`src/rtl/dp_dmi_dr.sv`:
```
// DMI data register of the JTAG debug transport: scans {addr,data,op}, issues one DMI
// request per update and keeps a sticky error/busy status for DTMCS.
module dp_dmi_dr #(
    parameter int ABITS = 7,
    parameter int DBITS = 32
) (
    input  logic             tck,
    input  logic             trst,
    input  logic             sdi,
    output logic             sdo,
    input  logic             shift_dr,
    input  logic             clk_dr,
    input  logic             update_dr,
    input  logic             dmi_reset,
    input  logic             dmi_hardreset,
    output logic [1:0]       dmi_stat,
    output logic             dmi_req_valid,
    input  logic             dmi_req_ready,
    output logic [ABITS-1:0] dmi_req_addr,
    output logic [DBITS-1:0] dmi_req_data,
    output logic [1:0]       dmi_req_op,
    input  logic             dmi_resp_valid,
    input  logic [DBITS-1:0] dmi_resp_data,
    input  logic [1:0]       dmi_resp_op
);
    localparam int W = ABITS + DBITS + 2;

    typedef enum logic [1:0] {
        IDLE = 2'd0,
        REQ  = 2'd1,
        WAIT = 2'd2
    } state_t;

    state_t           state_q;
    logic [W-1:0]     sr_q;
    logic [1:0]       sticky_q;
    logic [1:0]       sticky_d;
    logic             req_valid_q;
    logic [ABITS-1:0] req_addr_q;
    logic [DBITS-1:0] req_data_q;
    logic [1:0]       req_op_q;
    logic [ABITS-1:0] last_addr_q;
    logic [DBITS-1:0] resp_data_q;

    logic       busy;
    logic [1:0] cap_op;
    logic       do_update;
    logic       do_clk;
    logic       accept;
    logic       resp_take;
    logic [1:0] err_code;

    always_comb begin
        busy      = (state_q != IDLE);
        cap_op    = (sticky_q != 2'd0) ? sticky_q : (busy ? 2'd3 : 2'd0);
        do_update = update_dr & ~dmi_hardreset & ~dmi_reset;
        // clk_dr is a no-op in an update cycle so the DR is not disturbed while issuing
        do_clk    = clk_dr & ~update_dr;
        accept    = do_update & ~busy & (sticky_q == 2'd0) &
                    ((sr_q[1:0] == 2'd1) || (sr_q[1:0] == 2'd2));
        resp_take = (state_q == WAIT) & dmi_resp_valid & ~dmi_hardreset;
        err_code  = 2'd0;
        if ((do_update & busy) | (do_clk & ~shift_dr & busy))
            err_code = 2'd3;
        else if (resp_take && dmi_resp_op != 2'd0)
            err_code = 2'd2;
        // First error sticks; clears win over any error raised in the same cycle
        sticky_d = sticky_q;
        if (dmi_hardreset || dmi_reset)
            sticky_d = 2'd0;
        else if (sticky_q == 2'd0)
            sticky_d = err_code;
    end

    always_ff @(posedge tck or posedge trst) begin
        if (trst) begin
            state_q     <= IDLE;
            sr_q        <= '0;
            sticky_q    <= 2'd0;
            req_valid_q <= 1'b0;
            req_addr_q  <= '0;
            req_data_q  <= '0;
            req_op_q    <= 2'd0;
            last_addr_q <= '0;
            resp_data_q <= '0;
        end else begin
            sticky_q <= sticky_d;
            if (do_clk) begin
                if (shift_dr)
                    sr_q <= {sdi, sr_q[W-1:1]};
                else
                    sr_q <= {last_addr_q, resp_data_q, cap_op};
            end
            case (state_q)
                IDLE: begin
                    if (accept) begin
                        req_addr_q  <= sr_q[W-1:DBITS+2];
                        req_data_q  <= sr_q[DBITS+1:2];
                        req_op_q    <= sr_q[1:0];
                        last_addr_q <= sr_q[W-1:DBITS+2];
                        req_valid_q <= 1'b1;
                        state_q     <= REQ;
                    end
                end
                REQ: begin
                    if (dmi_req_ready) begin
                        req_valid_q <= 1'b0;
                        state_q     <= WAIT;
                    end
                end
                WAIT: begin
                    if (resp_take) begin
                        if (req_op_q == 2'd1)
                            resp_data_q <= dmi_resp_data;
                        state_q <= IDLE;
                    end
                end
                default: state_q <= IDLE;
            endcase
            if (dmi_hardreset) begin
                state_q     <= IDLE;
                req_valid_q <= 1'b0;
            end
        end
    end

    assign sdo           = sr_q[0];
    assign dmi_stat      = sticky_q;
    assign dmi_req_valid = req_valid_q;
    assign dmi_req_addr  = req_addr_q;
    assign dmi_req_data  = req_data_q;
    assign dmi_req_op    = req_op_q;

endmodule

```
`config.mk`:
```
export PLATFORM = sky130hd
export DESIGN_NAME = dp_dmi_dr
export DESIGN_NICKNAME = d
export VERILOG_FILES = /design/src/rtl/dp_dmi_dr.sv
export SDC_FILE = /design/constraint.sdc
export NUM_CORES = 1
export LEC_CHECK = 0
export ABC_AREA = 1
export CORE_MARGIN = 4
export CORE_UTILIZATION = 50
export DETAILED_ROUTE_END_ITERATION = 8
export PLACE_DENSITY = 0.76
export SLEW_MARGIN = 20
export SYNTH_ARGS = -nofsm -noshare
export SYNTH_HDL_FRONTEND = slang
export SYNTH_SLANG_ARGS = --single-unit
export TNS_END_PERCENT = 50
```
`constraint.sdc`:
```
create_clock -name tck -period 5 [get_ports tck]
set_clock_uncertainty 0.2 [all_clocks]
set_input_delay 1 -clock tck [delete_from_list [all_inputs] [get_ports tck]]
set_output_delay 1 -clock tck [all_outputs]
set_load 0.02 [all_outputs]
```
==> flow_metrics.tcl, run 1 <==
set metrics [dict create \
    fmax_mhz 328 \
    layout_setup_ws_ns 1.95 \
    dpl_worst_slack_ns 1.51 \
    syn2layout_area_growth_pct 29.0 \
    cp-end-kind "register" \
    io_pins 89 \
    clk_pin_slew_worst_paths_ns 0.06 \
    post-route-util 0.666 \
    use_met3 0.0391 \
    avgRoutedWirePerCell_um 14.1 \
    hold_viol 0 \
    cts_hold_buf 0 \
    cts_max_level 4 \
    ant_nets 0 \
    final_common_cell "dfrtp_1" \
    mostFrequentLayoutCells "dfrtp_1, nand2_1, clkdlybuf4s50_1, inv_1, nor2_1" \
    route.vias.total 3921 \
    synth_cells 545 \
    yosys_register_bits 119 \
    grt_overflow_total 0 \
    die_h_um 109 \
    seq_power_share 0.391 \
    finalCritPeriodShare 0.610 \
    pwr-share-clk 0.368 \
    grt_pass1_wl_um 18300 \
    cellPowerDensity_nw_per_um2 509 \
    power_switching_w 0.000982 \
    p_int_w 0.00236 \
    io_buffers 88 \
    grt_max_degree 86 \
    critical_path_class "in -> reg" \
    clkLatencyLatePin_ns 0.50 \
    grt.total_usage 0.196 \
    muxShareOfSynthArea 0 \
    first_pass_iters 5 \
    num_rows 36 \
    layout_min_cycle_time_ns 3.05 \
    fill_cells 744 \
    postCtsSetupBuffers 0 \
    synthXorXnorAreaFrac 0 \
    post_cts_resized 0 \
    diodes 0 \
    met2_usage 0.339 \
    first_global_vias 3941 \
    worst-path-max-fanout 40 \
    setup-tns-final_ns 0 \
    stdcell_count 771 \
    crit_arrival_ns 3.24 \
    synth_top_family_by_area "compound AO/OA/AOI/OAI gates" \
    hold_path_class "reg -> reg" \
    viasPerCell 5.09 \
    synth_warnings 0 \
    coreArea_um2 9860 \
    grt_busiest_layer "met2" \
    pwr-share-comb 0.241 \
    p_sw_frac 0.294 \
    die-area_um2 11900 \
    yosysSeqAreaShare 0.585 \
    synth.distinct_cells 24 \
    syn_avg_cell_area_um2 9.34 \
    clockBufferDepth 2 \
    antenna_found_initial 0 \
    cts_made_buffers 17 \
    initial_core_util 0.516 \
    syn_nets 589 \
    final_layout_size_suffix_gt1_frac 0.118 \
    status "finished, final reports clean" \
    cts_root_buf "clkbuf_8" \
    drc 0 \
    dp_cells 739 \
    globalplace.congestion 0.819 \
    synth-simple-area-share 0.124 \
    critical_path_required_ns 5.19 \
    relSlewSlack 0.339 \
    leakagePower_nw 3.10 \
    cts_sinks 119 \
    syn_area_um2 5090 \
    wirelength_um 10900 \
    die_w_um 109 \
    synth-compound-area-share 0.186 \
    use_met1 0.245 \
    synth_fa_ha_area_frac 0 \
    setup_viol 0 \
    nets 669 \
    drt-initial-drc-count 222 \
    max_cap_violations 0 \
    worst_pin_slew_ns 0.991 \
    start_kind "primary input" \
    cts_tree "built" \
    hpwl_um 6830 \
    rsz0062_at_grt "false" \
    drv_slew 0 \
    peakVddDrop_uv 240 \
]
## power by group through the flow
stage / Combinational (W) / Sequential [W] / Clock (W)
finish: 0.000806 / 0.00130 / 0.00123
global route: 0.000877 / 0.00133 / 0.00129
CTS: 0.000818 / 0.00130 / 0.00124
detailed placement: 0.000810 / 0.00131 / 0
global placement: 0.000792 / 0.00131 / 0
floorplan: 0.000288 / 0.00145 / 0
## state kept, by name, summed over array words and instances, names as in the netlist
name           flops
sr_q              41
dmi_req_data      32
resp_data_q       32
last_addr_q        7
dmi_req_op         2
dmi_stat           2
state_q            2
dmi_req_valid      1
## per-layer routing
| metal | vias to the layer above | wire length (um) | part of all wire |
|---|---|---|---|
| li1 | 1918 | - | - |
| met1 | 1904 | 4640 | 0.43 |
| met2 | 87 | 5670 | 0.52 |
| met3 | 12 | 413 | 0.038 |
| met4 | 0 | 138 | 0.013 |
| met5 | - | 0 | 0 |
## kinds of logic (layout without fill, tap and decap cells)
| family | count (synthesis) | after routing |
|---|---|---|
| buffers and inverters | 114 | 207 |
| DFF | 119 | 119 |
| and+or+nand+nor | 155 | 155 |
| AOI/OAI and AO/OA | 157 | 157 |
## final timing paths
kind,start,to,slack [ns],depth (start not counted)
worst max-delay path,shift_dr,dmi_stat[1]$_DFFE_PP0P_,1.95,10
worst min-delay path,dmi_req_valid$_DFFE_PP0P_,dmi_req_valid$_DFFE_PP0P_,0.27,2
worst max register to register,dmi_stat[1]$_DFFE_PP0P_,dmi_req_valid$_DFFE_PP0P_,2.66,8
worst min register to register,dmi_req_valid$_DFFE_PP0P_,dmi_req_valid$_DFFE_PP0P_,0.27,2
max in group asynchronous,trst,dmi_req_op[0]$_DFFE_PP0P_,2.89,3
min in group asynchronous,trst,dmi_req_data[26]$_DFFE_PP0P_,0.83,2
## synthesized netlist by cell type
library cell | number | area (um2)
nor2_2 | 3 | 18.8
inv_2 | 3 | 11.3
o211ai_1 | 2 | 15.0
inv_1 | 78 | 293
buf_8 | 1 | 15.0
nand3_1 | 7 | 35.0
dfrtp_1 | 119 | 2980
o21ai_0 | 42 | 210
nand2_1 | 92 | 345
o21ai_1 | 45 | 225
buf_6 | 11 | 124
nand3b_4 | 1 | 20.0
o21ai_2 | 28 | 245
clkbuf_1 | 10 | 37.5
or2_2 | 1 | 6.26
buf_2 | 8 | 40.0
nand3b_1 | 1 | 7.51
clkinv_1 | 1 | 3.75
a21boi_0 | 1 | 7.51
clkbuf_2 | 2 | 10.0
nor2_1 | 48 | 180
nand2_2 | 1 | 6.26
o22ai_1 | 39 | 244
nand3_2 | 1 | 10.0
## stage by stage
stage	hold WS, ns	area (um2)	total power (W)
finish	0.272	6570	0.00334
CTS	0.280	6570	0.00336
global placement	0.261	5960	0.00210
floorplan	0.250	5090	0.00174
global route	0.302	6570	0.00350
detailed placement	0.263	5960	0.00212
## worst max-delay path: stages
cell,delay (ns)
clkdlybuf4s50_1,0.45
buf_4,0.33
clkinv_1,0.58
buf_4,0.43
nand2_1,0.11
nand2_1,0.07
nand2_1,0.08
nand2_1,0.05
nand3_1,0.07
nand2_1,0.05
## layout make-up
type,instances,area [um2],area share
Clock buffer,19,422,0.0642
Sequential cell,119,2980,0.454
Tap cell,133,166,0.0253
Timing Repair Buffer,93,918,0.140
Inverter,82,310,0.0473
Multi-Input combinational cell,312,1590,0.242
Clock inverter,13,179,0.0273
Power figures use the tool's default switching activity.
==> run 2, diff against run 1 <==
Settings changed: CORE_UTILIZATION 50 to 48, PLACE_DENSITY 0.76 to 0.77.
Clock period 5 ns to 2.5 ns, I/O delays scaled along.
==> run 2 against run 1 <==
Against the previous run: count of clock-buffer cells in the layout stayed put; sequential power is 100% higher; worst setup slack worse by 1.7 ns; non-clock buffer count is 5 higher; sequential cell count stayed put; power is 100% higher; wire length is 2.0% higher; sequential share of layout area is 1.0 points lower; critical path type is now reg -> out; critical endpoint is now dmi_req_op[0]; largest cell class unchanged; largest power group unchanged.
==> flow_metrics.tcl, run 2 (same netlist as run 1, synthesis figures left out) <==
set metrics [dict create \
    globalplace.congestion 0.776 \
    path_cells "clkdlybuf4s50_1" \
    avgRoutedWirePerCell_um 14.2 \
    initial_core_util 0.493 \
    mostFrequentLayoutCells "dfrtp_1, nand2_1, clkdlybuf4s50_1, inv_1, nor2_1" \
    first_pass_iters 4 \
    drv_slew 0 \
    final_layout_size_suffix_gt1_frac 0.128 \
    io_buffers 88 \
    critical_path_buf_inv_count 1 \
    cts_max_level 4 \
    regMostFlops "sr_q" \
    relSlewSlack 0.644 \
    fill_cells 797 \
    post_cts_resized 0 \
    grt_pass1_wl_um 19100 \
    route.vias.total 3921 \
    grt.total_usage 0.190 \
    grt_max_degree 84 \
    nets 674 \
    worst-path-max-fanout 3 \
    num_rows 37 \
    wirelength_um 11100 \
    diodes 0 \
    peakVddDrop_uv 478 \
    coreArea_um2 10300 \
    viasPerCell 5.03 \
    cts_tree "built" \
    status "finished, final reports clean" \
    ant_nets 0 \
    cpPeakStageDelay_ns 0.63 \
    die_w_um 111 \
    postCtsSetupBuffers 0 \
    start_kind "register" \
    r2r-start "dmi_stat[1]$_DFFE_PP0P_" \
    dp_cells 747 \
    syn2layout_area_growth_pct 31.9 \
    grt_overflow_total 0 \
    die_h_um 111 \
    finalCritPeriodShare 0.900 \
    io_pins 89 \
    rsz0062_at_grt "false" \
    fmax_mhz 444 \
    cts_root_buf "clkbuf_8" \
    critical_path_class "reg -> out" \
    layout_min_cycle_time_ns 2.25 \
    crit_arrival_ns 1.55 \
    path_delay_family "buffers and inverters" \
    setup-tns-final_ns 0 \
    slowest_stage "clkdlybuf4s50_1" \
    final_common_cell "dfrtp_1" \
    cp-end-kind "output port" \
    ff2ff_path_depth 7 \
    antenna_found_initial 0 \
    worst_pin_slew_ns 0.534 \
    die-area_um2 12300 \
    leakagePower_nw 3.16 \
    max_cap_violations 0 \
    hpwl_um 7200 \
    clkLatencyLatePin_ns 0.51 \
    hold_path_class "in -> async" \
    stdcell_count 779 \
    drc 0 \
    setup_viol 0 \
    cts_hold_buf 0 \
    critical_path_required_ns 1.80 \
    totalPowerFinal_w 0.00676 \
    cts_made_buffers 17 \
    clockBufferDepth 2 \
    drt-initial-drc-count 173 \
    hold_viol 0 \
    largest_reg_flops 41 \
    path_depth 1 \
    first_global_vias 4061 \
    cellPowerDensity_nw_per_um2 1010 \
    rrSetupSlack_ns 0.93 \
    cts_sinks 119 \
    clk_pin_slew_worst_paths_ns 0.06 \
    r2r-end "dmi_req_data[14]$_DFFE_PP0P_" \
]
[run 2: cell types whose count changed in the layout (fill, tap and decap cells not counted), sizes merged]
cell / change
buf: +5
clkinvlp: +2
inv: -2
[run 2: cell type report]
class / count / area, um2 / area share
sequential: 119 / 2980 / 0.444
clock buffer: 19 / 442 / 0.0658
clock inverter: 13 / 178 / 0.0265
multi-input combinational: 312 / 1590 / 0.237
timing repair buffer: 98 / 1040 / 0.155
tap: 136 / 170 / 0.0253
inverter: 82 / 312 / 0.0464
[run 2: metrics by stage]
step	utilization	setup slack, ns	cell area (um2)	hold WS, ns
finish	0.650	0.249	6710	0.186
detailed placement	0.590	0.322	6090	0.266
CTS	0.650	0.218	6710	0.187
global placement	0.590	0.429	6090	0.262
floorplan	-	0.345	5090	0.250
global route	0.650	0.204	6710	0.221
[run 2: worst max path at each step]
stage,start,to
after floorplan,trst,dmi_req_data[0]$_DFFE_PP0P_
after global placement,update_dr,dmi_stat[1]$_DFFE_PP0P_
after detailed placement,update_dr,dmi_stat[0]$_DFFE_PP0P_
after CTS,dmi_req_op[0]$_DFFE_PP0P_,dmi_req_op[0]
after global routing,dmi_req_op[0]$_DFFE_PP0P_,dmi_req_op[0]
final,dmi_req_op[0]$_DFFE_PP0P_,dmi_req_op[0]
[run 2: power breakdown]
group	switching [W]	internal (W)
clock network	0.000848	0.00166
logic	0.000857	0.000779
registers	0.000271	0.00234
[run 2: layer usage]
layer,part of all wire,global-route usage
met4,0.026,0.0739
met3,0.055,0.0519
met1,0.40,0.224
met2,0.52,0.328
met5,0,0
==> run 3, diff against run 2 <==
Settings changed: PLACE_DENSITY 0.77 to 0.74, SLEW_MARGIN 20 to 0.
==> run 3 against run 2 <==
Against the previous run: non-clock buffer count decreased by 2; wire length decreased by 1.6%; clock power increased by 4%; sequential share of layout area increased by 0.14 points; global-route usage decreased by 0.11 points; core utilization decreased by 0.21 points; critical path depth unchanged; via count decreased by 0.59%; critical endpoint is now dmi_stat[1]; largest cell class unchanged.
==> flow_metrics.tcl, run 3 (same netlist as run 1, synthesis figures left out) <==
set metrics [dict create \
    status "finished, final reports clean" \
    relSlewSlack 0.580 \
    final_common_cell "dfrtp_1" \
    worstHoldPathCells 2 \
    grt_overflow_total 0 \
    cellPowerDensity_nw_per_um2 1020 \
    post-route-util 0.648 \
    largest_reg_flops 41 \
    crit_arrival_ns 1.55 \
    drc 0 \
    mostFrequentLayoutCells "dfrtp_1, nand2_1, clkdlybuf4s50_1, inv_1, nor2_1" \
    start_kind "register" \
    diodes 0 \
    layout_min_cycle_time_ns 2.25 \
    syn2layout_area_growth_pct 31.5 \
    clockBufferDepth 2 \
    cts_made_buffers 17 \
    clk_pin_slew_worst_paths_ns 0.06 \
    path_delay_family "buffers and inverters" \
    cts_hold_buf 0 \
    antenna_found_initial 0 \
    die_w_um 111 \
    globalplace.congestion 0.817 \
    finalCritPeriodShare 0.899 \
    top_layer_used "met4" \
    holdWs_ns 0.272 \
    setup_viol 0 \
    hpwl_um 6670 \
    wirelength_um 10900 \
    io_buffers 88 \
    drv_slew 0 \
    cts_max_level 4 \
    drt-initial-drc-count 211 \
    cpPeakStageDelay_ns 0.63 \
    rsz0062_at_grt "false" \
    hold_path_class "reg -> reg" \
    fmax_mhz 445 \
    final_layout_size_suffix_gt1_frac 0.119 \
    first_pass_iters 5 \
    clkLatencyLatePin_ns 0.51 \
    met3_length_um 516 \
    path_depth 1 \
    cp-end-kind "output port" \
    route.vias.total 3898 \
    nets 672 \
    die-area_um2 12300 \
    viasPerCell 5.02 \
    avgRoutedWirePerCell_um 14.0 \
    final_area_um2 6690 \
    grt.total_usage 0.189 \
    grt_pass1_wl_um 18700 \
    die_h_um 111 \
    leakagePower_nw 3.15 \
    ff2ff_path_depth 7 \
    cts_root_buf "clkbuf_8" \
    grt_max_degree 120 \
    critical_path_buf_inv_count 1 \
    post_cts_resized 0 \
    cts_tree "built" \
    max_cap_violations 0 \
    postCtsSetupBuffers 0 \
    worst-path-max-fanout 4 \
    first_global_vias 3934 \
    fill_cells 812 \
    critical_path_class "reg -> out" \
    ant_nets 0 \
    io_pins 89 \
    met2WireLength_um 5600 \
    hold_viol 0 \
    path_cells "clkdlybuf4s50_1" \
    initial_core_util 0.493 \
    slowest_stage "clkdlybuf4s50_1" \
    worst_pin_slew_ns 0.630 \
    num_rows 37 \
    setup-tns-final_ns 0 \
    regMostFlops "sr_q" \
    dpl_worst_slack_ns 0.318 \
    peakVddDrop_uv 522 \
    coreArea_um2 10300 \
    wl_met1_um 4630 \
    critical_path_required_ns 1.80 \
    placedInstanceArea_um2 6050 \
    layout_setup_ws_ns 0.252 \
    cts_sinks 119 \
]
-- run 3: stage by stage --
| stage | cells | power, W |
|---|---|---|
| after floorplan | 545 | 0.00347 |
| after global placement | 745 | 0.00421 |
| after detailed placement | 745 | 0.00426 |
| after CTS | 777 | 0.00690 |
| after global routing | 777 | 0.00718 |
| final | 777 | 0.00684 |
-- run 3: worst paths after layout --
| check | start | end | slack (ns) |
|---|---|---|---|
| min in group asynchronous | trst | resp_data_q[12]$_DFFE_PP0P_ | 0.28 |
| max in group asynchronous | trst | sr_q[22]$_DFFE_PP0N_ | 1.32 |
| max reg2reg | dmi_stat[1]$_DFFE_PP0P_ | dmi_req_data[9]$_DFFE_PP0P_ | 0.88 |
| max | dmi_stat[1]$_DFFE_PP0P_ | dmi_stat[1] | 0.25 |
| min reg2reg | resp_data_q[28]$_DFFE_PP0P_ | resp_data_q[28]$_DFFE_PP0P_ | 0.27 |
| min | resp_data_q[28]$_DFFE_PP0P_ | resp_data_q[28]$_DFFE_PP0P_ | 0.27 |
-- run 3: power by group --
part	internal, W	total [W]	leakage [nW]	switching (W)
sequential	0.00234	0.00262	1.57	0.000276
combinational	0.000773	0.00162	1.27	0.000843
clock	0.00180	0.00261	0.309	0.000816
-- run 3: area by class of cell --
class,count,area [um2],share of cell area
multi-input cells,312,1590,0.238
clock inverters,8,168,0.0251
well taps,136,170,0.0254
inverters,82,312,0.0466
clock buffers,24,470,0.0703
repair buffers,96,1000,0.150
flip-flops and latches,119,2980,0.445
-- run 3: worst min-delay path, stage by stage, from the launching register on --
cell and delay (ns):
dfrtp_1 0.33, nand2_1 0.06, o21ai_2 0.05
-- run 3: layer usage --
layer | track usage | vias to the layer above
met1 | 0.231 | 1864
met2 | 0.313 | 90
met5 | 0 | -
li1 | - | 1930
met4 | 0.0640 | 0
met3 | 0.0633 | 14
